[src/rtl/cart_loader_if.sv]
// Download stream from the HPS and the registered ROM write port it turns into.
// The master drives the download signals; the slave (cart_loader) drives the ROM write.
interface cart_loader_if #(
    parameter int ADDR_W = 15
);
    logic              dl_active;
    logic              dl_wr;
    logic [24:0]       dl_addr;
    logic [7:0]        dl_data;
    logic              rom_we;
    logic [ADDR_W-1:0] rom_addr;
    logic [7:0]        rom_data;

    modport master (
        output dl_active, dl_wr, dl_addr, dl_data,
        input  rom_we, rom_addr, rom_data
    );

    modport slave (
        input  dl_active, dl_wr, dl_addr, dl_data,
        output rom_we, rom_addr, rom_data
    );
endinterface

[src/rtl/cart_loader.sv]
// Cartridge download front end: forwards download bytes to ROM, learns the image
// address mask, flags oversize images and sequences the core reset (optional skip-logo pulse).
module cart_loader #(
    parameter int ADDR_W = 15,
    parameter int DELAY  = 5000000,
    parameter int PULSE  = 1000
) (
    input  logic              clk_sys_i,
    input  logic              reset_n_i,
    cart_loader_if.slave      bus,
    input  logic              skip_en_i,
    input  logic [ADDR_W-1:0] cpu_addr_i,
    output logic [ADDR_W-1:0] cpu_addr_m_o,
    output logic [ADDR_W-1:0] addr_mask_o,
    output logic [ADDR_W-1:0] last_addr_o,
    output logic              overflow_o,
    output logic              core_reset_o,
    output logic              ready_o
);

    localparam int CNT_MAX = (DELAY > PULSE) ? DELAY : PULSE;
    localparam int CNT_W   = $clog2(CNT_MAX + 1);

    localparam logic [CNT_W-1:0] CNT_ONE    = CNT_W'(1);
    localparam logic [CNT_W-1:0] CNT_ZERO   = CNT_W'(0);
    localparam logic [CNT_W-1:0] DELAY_LOAD = CNT_W'(DELAY - 1);
    localparam logic [CNT_W-1:0] PULSE_LOAD = CNT_W'(PULSE - 1);

    typedef enum logic [2:0] {
        ST_IDLE  = 3'd0,
        ST_LOAD  = 3'd1,
        ST_WAIT  = 3'd2,
        ST_PULSE = 3'd3,
        ST_READY = 3'd4
    } state_e;

    // Sets every bit at or below the highest set bit, giving a power-of-two-minus-one mask.
    function automatic logic [ADDR_W-1:0] smear(input logic [ADDR_W-1:0] v);
        logic [ADDR_W-1:0] r;
        r = v;
        for (int i = ADDR_W - 2; i >= 0; i--) begin
            r[i] = r[i] | r[i+1];
        end
        return r;
    endfunction

    state_e            state_q;
    logic [CNT_W-1:0]  cnt_q;
    logic              rom_we_q, rom_we_d;
    logic [ADDR_W-1:0] rom_addr_q, rom_addr_d;
    logic [7:0]        rom_data_q, rom_data_d;
    logic [ADDR_W-1:0] addr_mask_q, addr_mask_d;
    logic [ADDR_W-1:0] last_addr_q, last_addr_d;
    logic              overflow_q, overflow_d;
    logic              core_reset_q;
    logic              ready_q;

    logic              dl_start_s;
    logic              wr_acc_s;
    logic              oob_s;
    logic [ADDR_W-1:0] wr_addr_s;
    logic [ADDR_W-1:0] mask_base_s;
    logic [ADDR_W-1:0] last_base_s;
    logic              ovf_base_s;

    // Write path and learned image state; a download start clears the learned state
    // before the same-cycle write is folded in.
    always_comb begin
        dl_start_s  = bus.dl_active && (state_q != ST_LOAD);
        wr_acc_s    = bus.dl_active && bus.dl_wr;
        oob_s       = |bus.dl_addr[24:ADDR_W];
        wr_addr_s   = bus.dl_addr[ADDR_W-1:0];
        mask_base_s = dl_start_s ? {ADDR_W{1'b0}} : addr_mask_q;
        last_base_s = dl_start_s ? {ADDR_W{1'b0}} : last_addr_q;
        ovf_base_s  = dl_start_s ? 1'b0 : overflow_q;

        rom_we_d    = 1'b0;
        rom_addr_d  = rom_addr_q;
        rom_data_d  = rom_data_q;
        addr_mask_d = mask_base_s;
        last_addr_d = last_base_s;
        overflow_d  = ovf_base_s;

        if (wr_acc_s) begin
            if (oob_s) begin
                overflow_d = 1'b1;
            end else begin
                rom_we_d    = 1'b1;
                rom_addr_d  = wr_addr_s;
                rom_data_d  = bus.dl_data;
                addr_mask_d = smear(mask_base_s | wr_addr_s);
                if (wr_addr_s > last_base_s) begin
                    last_addr_d = wr_addr_s;
                end else begin
                    last_addr_d = last_base_s;
                end
            end
        end else begin
            rom_we_d = 1'b0;
        end
    end

    // Output registers and the reset-sequencing state machine.
    always_ff @(posedge clk_sys_i) begin
        if (!reset_n_i) begin
            state_q      <= ST_IDLE;
            cnt_q        <= CNT_ZERO;
            rom_we_q     <= 1'b0;
            rom_addr_q   <= {ADDR_W{1'b0}};
            rom_data_q   <= 8'h00;
            addr_mask_q  <= {ADDR_W{1'b0}};
            last_addr_q  <= {ADDR_W{1'b0}};
            overflow_q   <= 1'b0;
            core_reset_q <= 1'b0;
            ready_q      <= 1'b0;
        end else begin
            rom_we_q    <= rom_we_d;
            rom_addr_q  <= rom_addr_d;
            rom_data_q  <= rom_data_d;
            addr_mask_q <= addr_mask_d;
            last_addr_q <= last_addr_d;
            overflow_q  <= overflow_d;

            case (state_q)
                ST_IDLE: begin
                    ready_q <= 1'b0;
                    if (bus.dl_active) begin
                        state_q      <= ST_LOAD;
                        core_reset_q <= 1'b1;
                    end else begin
                        core_reset_q <= 1'b0;
                    end
                end
                ST_LOAD: begin
                    if (!bus.dl_active) begin
                        core_reset_q <= 1'b0;
                        if (skip_en_i) begin
                            state_q <= ST_WAIT;
                            cnt_q   <= DELAY_LOAD;
                        end else begin
                            state_q <= ST_READY;
                            ready_q <= 1'b1;
                        end
                    end else begin
                        core_reset_q <= 1'b1;
                    end
                end
                ST_WAIT: begin
                    // A new download abandons the count without issuing the pulse.
                    if (bus.dl_active) begin
                        state_q      <= ST_LOAD;
                        cnt_q        <= CNT_ZERO;
                        core_reset_q <= 1'b1;
                    end else if (cnt_q == CNT_ZERO) begin
                        state_q      <= ST_PULSE;
                        cnt_q        <= PULSE_LOAD;
                        core_reset_q <= 1'b1;
                    end else begin
                        cnt_q <= cnt_q - CNT_ONE;
                    end
                end
                ST_PULSE: begin
                    if (bus.dl_active) begin
                        state_q      <= ST_LOAD;
                        cnt_q        <= CNT_ZERO;
                        core_reset_q <= 1'b1;
                    end else if (cnt_q == CNT_ZERO) begin
                        state_q      <= ST_READY;
                        core_reset_q <= 1'b0;
                        ready_q      <= 1'b1;
                    end else begin
                        cnt_q <= cnt_q - CNT_ONE;
                    end
                end
                ST_READY: begin
                    if (bus.dl_active) begin
                        state_q      <= ST_LOAD;
                        core_reset_q <= 1'b1;
                        ready_q      <= 1'b0;
                    end else begin
                        ready_q <= 1'b1;
                    end
                end
                default: begin
                    state_q      <= ST_IDLE;
                    cnt_q        <= CNT_ZERO;
                    core_reset_q <= 1'b0;
                    ready_q      <= 1'b0;
                end
            endcase
        end
    end

    assign bus.rom_we   = rom_we_q;
    assign bus.rom_addr = rom_addr_q;
    assign bus.rom_data = rom_data_q;

    assign cpu_addr_m_o = cpu_addr_i & addr_mask_q;
    assign addr_mask_o  = addr_mask_q;
    assign last_addr_o  = last_addr_q;
    assign overflow_o   = overflow_q;
    assign core_reset_o = core_reset_q;
    assign ready_o      = ready_q;

endmodule
[src/flat_wrapper.sv]
// flat-port wrapper written by rule: the top's interface ports become plain ports
module cart_loader_flat 
#(
    parameter int ADDR_W = 15,
    parameter int DELAY  = 5000000,
    parameter int PULSE  = 1000
)
  (clk_sys_i, reset_n_i, skip_en_i, cpu_addr_i, cpu_addr_m_o, addr_mask_o, last_addr_o, overflow_o, core_reset_o, ready_o, bus_dl_active, bus_dl_wr, bus_dl_addr, bus_dl_data, bus_rom_we, bus_rom_addr, bus_rom_data);
  cart_loader_if #(.ADDR_W(ADDR_W)) bus_i ();
  input  logic clk_sys_i;
  input  logic reset_n_i;
  input  logic skip_en_i;
  input  logic [ADDR_W-1:0] cpu_addr_i;
  output logic [ADDR_W-1:0] cpu_addr_m_o;
  output logic [ADDR_W-1:0] addr_mask_o;
  output logic [ADDR_W-1:0] last_addr_o;
  output logic overflow_o;
  output logic core_reset_o;
  output logic ready_o;
  input wire logic [$bits(bus_i.dl_active)-1:0] bus_dl_active;
  input wire logic [$bits(bus_i.dl_wr)-1:0] bus_dl_wr;
  input wire logic [$bits(bus_i.dl_addr)-1:0] bus_dl_addr;
  input wire logic [$bits(bus_i.dl_data)-1:0] bus_dl_data;
  output wire logic [$bits(bus_i.rom_we)-1:0] bus_rom_we;
  output wire logic [$bits(bus_i.rom_addr)-1:0] bus_rom_addr;
  output wire logic [$bits(bus_i.rom_data)-1:0] bus_rom_data;
  assign bus_i.dl_active = bus_dl_active;
  assign bus_i.dl_wr = bus_dl_wr;
  assign bus_i.dl_addr = bus_dl_addr;
  assign bus_i.dl_data = bus_dl_data;
  assign bus_rom_we = bus_i.rom_we;
  assign bus_rom_addr = bus_i.rom_addr;
  assign bus_rom_data = bus_i.rom_data;
  cart_loader #(.ADDR_W(ADDR_W), .DELAY(DELAY), .PULSE(PULSE)) u_core (.clk_sys_i(clk_sys_i), .reset_n_i(reset_n_i), .bus(bus_i), .skip_en_i(skip_en_i), .cpu_addr_i(cpu_addr_i), .cpu_addr_m_o(cpu_addr_m_o), .addr_mask_o(addr_mask_o), .last_addr_o(last_addr_o), .overflow_o(overflow_o), .core_reset_o(core_reset_o), .ready_o(ready_o));
endmodule
[config.mk]
export PLATFORM = sky130hd
export DESIGN_NAME = cart_loader_flat
export DESIGN_NICKNAME = d
export VERILOG_FILES = /design/src/rtl/cart_loader_if.sv /design/src/rtl/cart_loader.sv /design/src/flat_wrapper.sv
export SDC_FILE = /design/constraint.sdc
export NUM_CORES = 1
export LEC_CHECK = 0
export CORE_AREA = 5 5 128 81
export DETAILED_ROUTE_END_ITERATION = 7
export DIE_AREA = 0 0 133 86
export GPL_ROUTABILITY_DRIVEN = 0
export PLACE_DENSITY = 0.79
export SLEW_MARGIN = 20
export SYNTH_ARGS = -nofsm -noshare
export SYNTH_HDL_FRONTEND = slang
export SYNTH_SLANG_ARGS = --single-unit
[constraint.sdc]
create_clock -name clk_sys_i -period 6.1 [get_ports clk_sys_i]
set_input_delay 1.22 -clock clk_sys_i [delete_from_list [all_inputs] [get_ports clk_sys_i]]
set_output_delay 1.22 -clock clk_sys_i [all_outputs]
set_load 0.03 [all_outputs]
==> impl_metrics.yaml <==
placed_design:
  pre_cts_ws_ns: 1.41
  place_area_um2: 5610
  port_buffers: 124
  place_hpwl_um: 10700
  dpl.cell_count: 747
layout:
  final_cell_mix: "124 x clkdlybuf4s50_1, 83 x nand2_1, 83 x dfxtp_1"
  diodes: 0
  final_cells: 763
  area_growth_pct: 38.0
  design_area_um2: 5980
  final_nets: 712
  nFillCells: 715
  mostFrequentLayoutCell: "clkdlybuf4s50_1"
  drive_gt1_frac: 0.0495
floorplanning:
  rows: 27
  io-pin-count: 125
  die_area_um2: 11400
  core_um2: 9020
  die_y_um: 86
  initial_core_util: 0.481
  die_w_um: 133
hold_path:
  min_path_type: "flop to flop"
drt:
  drt_iter0_drc: 572
  routed_wl_um: 14500
  remaining_drc_errors: 0
  vias: 4820
  routed_via_density: 6.32
  first_pass_iters: 5
  detail-route-antenna-nets: 0
  wl_per_cell_um: 19.1
synth:
  ys_ff_latch: 83
  syn_avg_cell_area_um2: 7.99
  synth_area_um2: 4340
  synthDistinctLibCells: 59
  ys.flop_type: "dfxtp_1"
  synth-edff-count: 0
  ys_seq_area_frac: 0.383
  async_flop_share: 0
  synth_nets: 612
  syn_inst: 543
  yosys_warnings: 0
cts:
  cts-root-buf: "clkbuf_16"
  cts_buffers: 9
  path_clk_slew_ns: 0.06
  htree_levels: 3
  cts_setup_buffers: 0
  clock_sinks: 83
  cts_max_path_buffers: 2
  hold_buffers: 0
  insertion_delay_ns: 0.33
  cts_resized: 0
  cts_tree: "built"
timing:
  relSlewSlack: 0.293
  rsz0062_at_grt: "no"
  timing.final.ws_setup_ns: 1.61
  fmax_mhz: 223
  final.setup.tns_ns: 0
  worstMarginPinSlew_ns: 1.06
  finalMaxSlewViolations: 0
  hold_violations: 0
  min_period_over_period: 0.736
  skew_ns: 0.00616
  setup_viol: 0
  period_needed_ns: 4.49
pwr:
  power_switching_uw: 407
  swShare: 0.270
  p_int_mw: 1.10
  vdd_drop_max_mv: 0.191
  seqPwrFrac: 0.377
  clockPowerShare: 0.437
  combPwrFrac: 0.186
  powerDensity_nw_per_um2: 252
  cellLeakagePower_nw: 2.09
global_routing:
  grt-ovfl-total: 0
  grt_usage: 0.246
  grt_pass1_vias: 4418
  grt_pass1_wl_um: 23100
  grt_max_degree: 45
  antenna_found_initial: 0
outcome:
  status: "complete, no violations"
worst_setup_path:
  crit_arrival_ns: 4.71
  crit_path_end_kind: "flop"
  path_max_fanout: 30
  path_class: "input port to flop"
  required_ns: 6.32
  start_kind: "input port"
flow_run:
  maxCapViolCount: 0
critical path, stage by stage:
cell	delay (ns)
clkdlybuf4s50_1	0.71
nand2_1	0.84
nand2_1	0.20
ha_1	0.34
nand4_1	0.17
nor4_1	0.51
nor3_1	0.09
o21a_1	0.32
a32o_1	0.30
state kept, by name, summed over array words and instances (netlist names):
| signal | cells |
|---|---|
| u_core.overflow_o | 1 |
| u_core.bus.rom_we | 1 |
| u_core.ready_o | 1 |
| u_core.bus.rom_data | 8 |
| u_core.bus.rom_addr | 15 |
| u_core.state_q | 3 |
| u_core.last_addr_o | 15 |
| u_core.cnt_q | 23 |
| u_core.addr_mask_o | 15 |
| u_core.core_reset_o | 1 |
layer usage:
metal / track usage / vias up / part of all wire
li1: - / 2226 / -
met1: 0.345 / 2281 / 0.44
met2: 0.377 / 294 / 0.44
met3: 0.0651 / 19 / 0.10
met4: 0.0651 / 0 / 0.012
met5: 0 / - / 0
power groups by stage:
stage                     sequential [mW]  clock [mW]  combinational (mW)
after floorplan                     0.575           0               0.175
after global placement              0.578           0               0.262
after detailed placement            0.578           0               0.269
after CTS                           0.567       0.669               0.271
after global routing                0.568       0.692               0.304
final                               0.567       0.658               0.280
final timing paths:
kind / startpoint / slack [ns] / endpoint / cells past startpoint
worst max-delay path: bus_dl_active / 1.61 / u_core.last_addr_o[7]$_SDFF_PN0_ / 9
worst min-delay path: u_core.bus.rom_data[1]$_SDFFE_PN0P_ / 0.45 / u_core.bus.rom_data[1]$_SDFFE_PN0P_ / 2
worst max register to register: u_core.state_q[0]$_SDFFE_PN0P_ / 2.13 / u_core.last_addr_o[7]$_SDFF_PN0_ / 9
worst min register to register: u_core.bus.rom_data[1]$_SDFFE_PN0P_ / 0.45 / u_core.bus.rom_data[1]$_SDFFE_PN0P_ / 2
layout make-up:
cell class | count | area [µm²] | area share
clock inverters | 6 | 138 | 0.0230
repair buffers | 130 | 1290 | 0.216
clock buffers | 9 | 225 | 0.0376
well taps | 116 | 145 | 0.0243
flip-flops and latches | 83 | 1660 | 0.278
inverters | 10 | 37.5 | 0.00627
multi-input cells | 409 | 2480 | 0.415
cells in the mapped netlist (9+ instances only):
cell | count | area (µm²)
ha_1 | 16 | 200
nor3_1 | 16 | 80.1
a211oi_1 | 9 | 67.6
and2_1 | 21 | 131
a21oi_1 | 57 | 285
nand3_1 | 11 | 55.1
o21ai_0 | 28 | 140
nor2_1 | 27 | 101
a31oi_1 | 11 | 68.8
nand2_1 | 83 | 312
a32o_1 | 19 | 190
dfxtp_1 | 83 | 1660
clkbuf_1 | 35 | 131
inv_1 | 10 | 37.5
nor4_1 | 15 | 93.8
metrics by stage:
step	hold WS, ns	power (mW)	util
2_1_floorplan	0.431	0.751	-
3_3_place_gp	0.437	0.839	0.621
3_5_place_dp	0.448	0.847	0.621
4_1_cts	0.456	1.51	0.662
5_1_grt	0.475	1.56	0.663
6_report	0.453	1.51	0.663
cells by family (layout without fill, tap and decap cells):
logic type | after synthesis | count (layout) | share of synthesized area
AND/OR/NAND/NOR | 219 | 219 | 0.256
AO/OA/AOI/OAI | 173 | 173 | 0.267
flip-flops | 83 | 83 | 0.383
buffers and inverters | 51 | 155 | 0.0456
adder cells (fa/ha/maj) | 16 | 16 | 0.0462
multiplexers | 1 | 1 | 0.00231
Power figures use the tool's default switching activity.
